File: src/rtl/turbo_pkg.sv
// rtl/turbo_pkg.sv - shared turbo beat layout and RSC step function
package turbo_pkg;

   localparam int TAIL_BEATS_DEF = 2;
   localparam int BEAT_W         = 6;

   // Coded beat layout {x_k, z_k, z'_k, x_k+1, z_k+1, z'_k+1}
   localparam int X0_BIT  = 5;
   localparam int Z0_BIT  = 4;
   localparam int ZI0_BIT = 3;
   localparam int X1_BIT  = 2;
   localparam int Z1_BIT  = 1;
   localparam int ZI1_BIT = 0;

   typedef enum logic [1:0] {
      ST_IDLE,
      ST_FILL,
      ST_STREAM
   } frame_state_t;

   typedef struct packed {
      logic [2:0] s_next;
      logic       z;
   } rsc_step_t;

   // LTE constituent encoder: feedback 1+D^2+D^3, parity 1+D+D^3
   function automatic rsc_step_t rsc_step(input logic [2:0] s, input logic x);
      rsc_step_t r;
      logic      a;
      a        = x ^ s[1] ^ s[2];
      r.z      = a ^ s[0] ^ s[2];
      r.s_next = {s[1], s[0], a};
      return r;
   endfunction

endpackage

File: src/rtl/rsc_parity_check.sv
// rtl/rsc_parity_check.sv - two-step RSC re-encoder flagging parity mismatch
module rsc_parity_check
   import turbo_pkg::*;
(
   input  logic       i_clk,
   input  logic       i_rst,
   input  logic       i_clear,
   input  logic       i_step,
   input  logic [1:0] i_x,
   input  logic [1:0] i_z,
   output logic       o_mismatch
);

   logic [2:0] state;
   rsc_step_t  step_hi;
   rsc_step_t  step_lo;

   // Bit 1 is earlier in time, so it is stepped first
   always_comb begin
      step_hi    = rsc_step(state, i_x[1]);
      step_lo    = rsc_step(step_hi.s_next, i_x[0]);
      o_mismatch = i_step & ((step_hi.z ^ i_z[1]) | (step_lo.z ^ i_z[0]));
   end

   always_ff @(posedge i_clk) begin
      if (i_rst || i_clear) begin
         state <= '0;
      end else if (i_step) begin
         state <= step_lo.s_next;
      end
   end

endmodule

File: config.mk
export PLATFORM = sky130hd
export DESIGN_NAME = rsc_parity_check
export DESIGN_NICKNAME = d
export VERILOG_FILES = /design/src/rtl/turbo_pkg.sv /design/src/rtl/rsc_parity_check.sv
export SDC_FILE = /design/constraint.sdc
export NUM_CORES = 1
export LEC_CHECK = 0
export ABC_CLOCK_PERIOD_IN_PS = 1300
export CAP_MARGIN = 20
export CORE_AREA = 4 4 41 43
export DETAILED_ROUTE_END_ITERATION = 10
export DIE_AREA = 0 0 45 47
export PLACE_DENSITY = 0.33
export SYNTH_ARGS = -nofsm -noshare
export SYNTH_HDL_FRONTEND = slang
export SYNTH_SLANG_ARGS = --single-unit
File: constraint.sdc
create_clock -name i_clk -period 1.3 [get_ports i_clk]
set_clock_uncertainty 0.15 [all_clocks]
set_input_delay 0.26 -clock i_clk [delete_from_list [all_inputs] [get_ports i_clk]]
set_output_delay 0.26 -clock i_clk [all_outputs]
set_load 0.02 [all_outputs]
==> flow_summary.json <==
{
  "combPwrFrac": 0.293,
  "viasPerCell": 3.78,
  "power.total_mw": 0.364,
  "io_buffers": 8,
  "slowest_delay_ps": 340,
  "dp_hpwl_um": 382,
  "slowest_stage": "dfxtp_2",
  "end_kind": "primary output",
  "drt-wirelength-per-cell_um": 8.44,
  "avgSynthCellArea_um2": 9.83,
  "fin_crit_ps": 1610,
  "grt_use_total": 0.0600,
  "insertion_delay_ps": 230,
  "cts_buffers": 3,
  "drtAntennaViolNets": 0,
  "cp_top_family": "flip-flops",
  "setup_slack_ps": -314,
  "grt_pass1_wl_um": 821,
  "synth_area_um2": 206,
  "drive_gt1_frac": 0.564,
  "drcViolationCount": 0,
  "finalHoldWorstSlack_ps": 421,
  "drt-total-wl_um": 456,
  "synthCells": 21,
  "crit_chain": "xnor2_4 -> xnor2_2 -> o211a_1 -> buf_6",
  "vias": 204,
  "reg_top3": "state (3)",
  "ys.warnings.count": 0,
  "dr.pass1.iters": 2,
  "timing.rr.end": "state[1]",
  "setup_tns_ps": -327,
  "hold_viol": 0,
  "final_max_slew_viol_count": 0,
  "core_mm2": 0.00130,
  "critical_path_buf_inv_count": 1,
  "root_buffer": "clkbuf_4",
  "grt_max_degree": 4,
  "multiInputGateArea_um2": 188,
  "reg2reg_depth": 6,
  "fill_cells": 154,
  "grt_overflow_total": 0,
  "violations": "setup timing",
  "power.density_mw_per_mm2": 879,
  "critical_path_class": "reg -> out",
  "worstMarginPinSlew_ps": 195,
  "reg2reg_from": "state[2]",
  "regMostFlops": "state",
  "seqCellArea_um2": 63.8,
  "ctsHoldBuffers": 0,
  "die_w_um": 45,
  "p_seq_frac": 0.272,
  "cts_buffer_depth": 2,
  "hold_start": "state[2]",
  "die_area_mm2": 0.00212,
  "outcome": "finished with violations",
  "holdPathStages": 2,
  "worstPathRequired_ps": 890,
  "max_freq_mhz": 620,
  "cts_tree": "built",
  "crit_start": "state[2]",
  "synthToLayoutAreaGrowth_pct": 101,
  "place_ws_ps": -1000,
  "clkSlewWorstSetupHoldPaths_ps": 30,
  "pin_count": 9,
  "clockPowerShare": 0.435,
  "peakVddDrop_mv": 0.342,
  "cp_max_fo": 2,
  "die_h_um": 47,
  "final_nets": 48,
  "maxSlewHeadroom": 0.869,
  "critical_path.startpoint_type": "flip-flop",
  "cts_max_level": 1,
  "clock_sinks": 3,
  "rsz0062_at_grt": "yes",
  "r2r_setup_slack_ps": -10,
  "largest_reg_flops": 3,
  "routabilityCongestion": 0.698,
  "leakagePower_nw": 0.185,
  "min_to": "state[2]",
  "first_iter_violations": 2,
  "dp.cells": 49,
  "setup_violations": 2,
  "yosysSeqAreaShare": 0.291,
  "synth-seq-cells": 3,
  "antenna_found_initial": 0,
  "postSynthNetCount": 29,
  "hp-class": "reg -> reg",
  "initial_core_util": 0.159,
  "critPathArrivalTime_ps": 1200,
  "cap_viol_max_count": 0,
  "min_period_over_period": 1.24,
  "p_sw_mw": 0.0906,
  "grt_pass1_vias": 210,
  "stdcell_count": 54,
  "p_int_mw": 0.273,
  "swShare": 0.249,
  "num_rows": 13,
  "antenna_cells": 0,
  "ys_types": 11
}
[power by group through the flow]
stage | sequential, mW | combinational, mW | clock, mW
floorplan | 0.0999 | 0.0420 | 0
global placement | 0.0992 | 0.0930 | 0
detailed placement | 0.0990 | 0.0939 | 0
CTS | 0.0977 | 0.0919 | 0.171
global route | 0.0994 | 0.118 | 0.177
finish | 0.0990 | 0.107 | 0.158
[what timing repair did]
item,CTS,global route
setup endpoints to repair,3,2
buffers inserted,1,1
pin swaps,9,3
resized for setup,11,8
[layout make-up]
cell class | instances | area share
clock buffers | 4 | 0.0634
multi-input cells | 18 | 0.453
flip-flops and latches | 3 | 0.154
well taps | 15 | 0.0453
repair buffers | 14 | 0.284
[worst max path at each step]
| stage | slack [ps] | cells after the start | endpoint |
|---|---|---|---|
| floorplan | 7 | 4 | o_mismatch |
| global placement | -1000 | 5 | o_mismatch |
| detailed placement | -1000 | 5 | o_mismatch |
| CTS | -370 | 5 | o_mismatch |
| global route | -390 | 5 | o_mismatch |
| finish | -310 | 4 | o_mismatch |
[worst register-to-register path, cell delays in order (launching register included)]
cell	delay (ps)
dfxtp_2	340
xnor2_4	130
buf_4	140
buf_4	120
nor2b_2	110
xnor2_1	140
nor3_2	60
[cells by family after synthesis]
| family | after synthesis | share of synthesized area |
|---|---|---|
| compound gates | 1 | 0.0485 |
| xor+xnor | 8 | 0.376 |
| flops | 3 | 0.291 |
| mux | 1 | 0.0485 |
| simple gates | 8 | 0.236 |
[Yosys cell counts, drive strengths merged]
library cell	instances	area (um2)
dfxtp	3	60.1
mux2i	1	10.0
nand2	3	11.3
nor2	1	3.75
nor2b	1	8.76
nor3	3	25.0
o211a	1	10.0
xnor2	4	42.6
xor2	4	35.0
[layer usage]
layer,track usage,vias to the layer above,routed length (um)
met5,0,-,0
met3,0.0230,0,42
met1,0.0591,94,176
met2,0.0904,7,237
met4,0.0702,0,0
li1,-,103,-
[stage by stage]
stage,util,area (um2)
final,0.318,414
after global routing,0.318,414
after CTS,0.283,368
after detailed placement,0.264,344
after global placement,0.264,344
after floorplan,-,208
[layout by cell type, fill, tap and decap left out, types with 2 or more instances in the layout]
cell,synthesis,final
clkbuf_4,0,3
xor2_2,0,2
dlygate4sd2_1,0,3
xor2_1,4,2
buf_4,0,6
nand2_1,3,3
nor3_2,2,2
clkdlybuf4s50_1,0,3
dfxtp_2,0,3
xnor2_2,1,2
(Power assumes the default switching activity.)
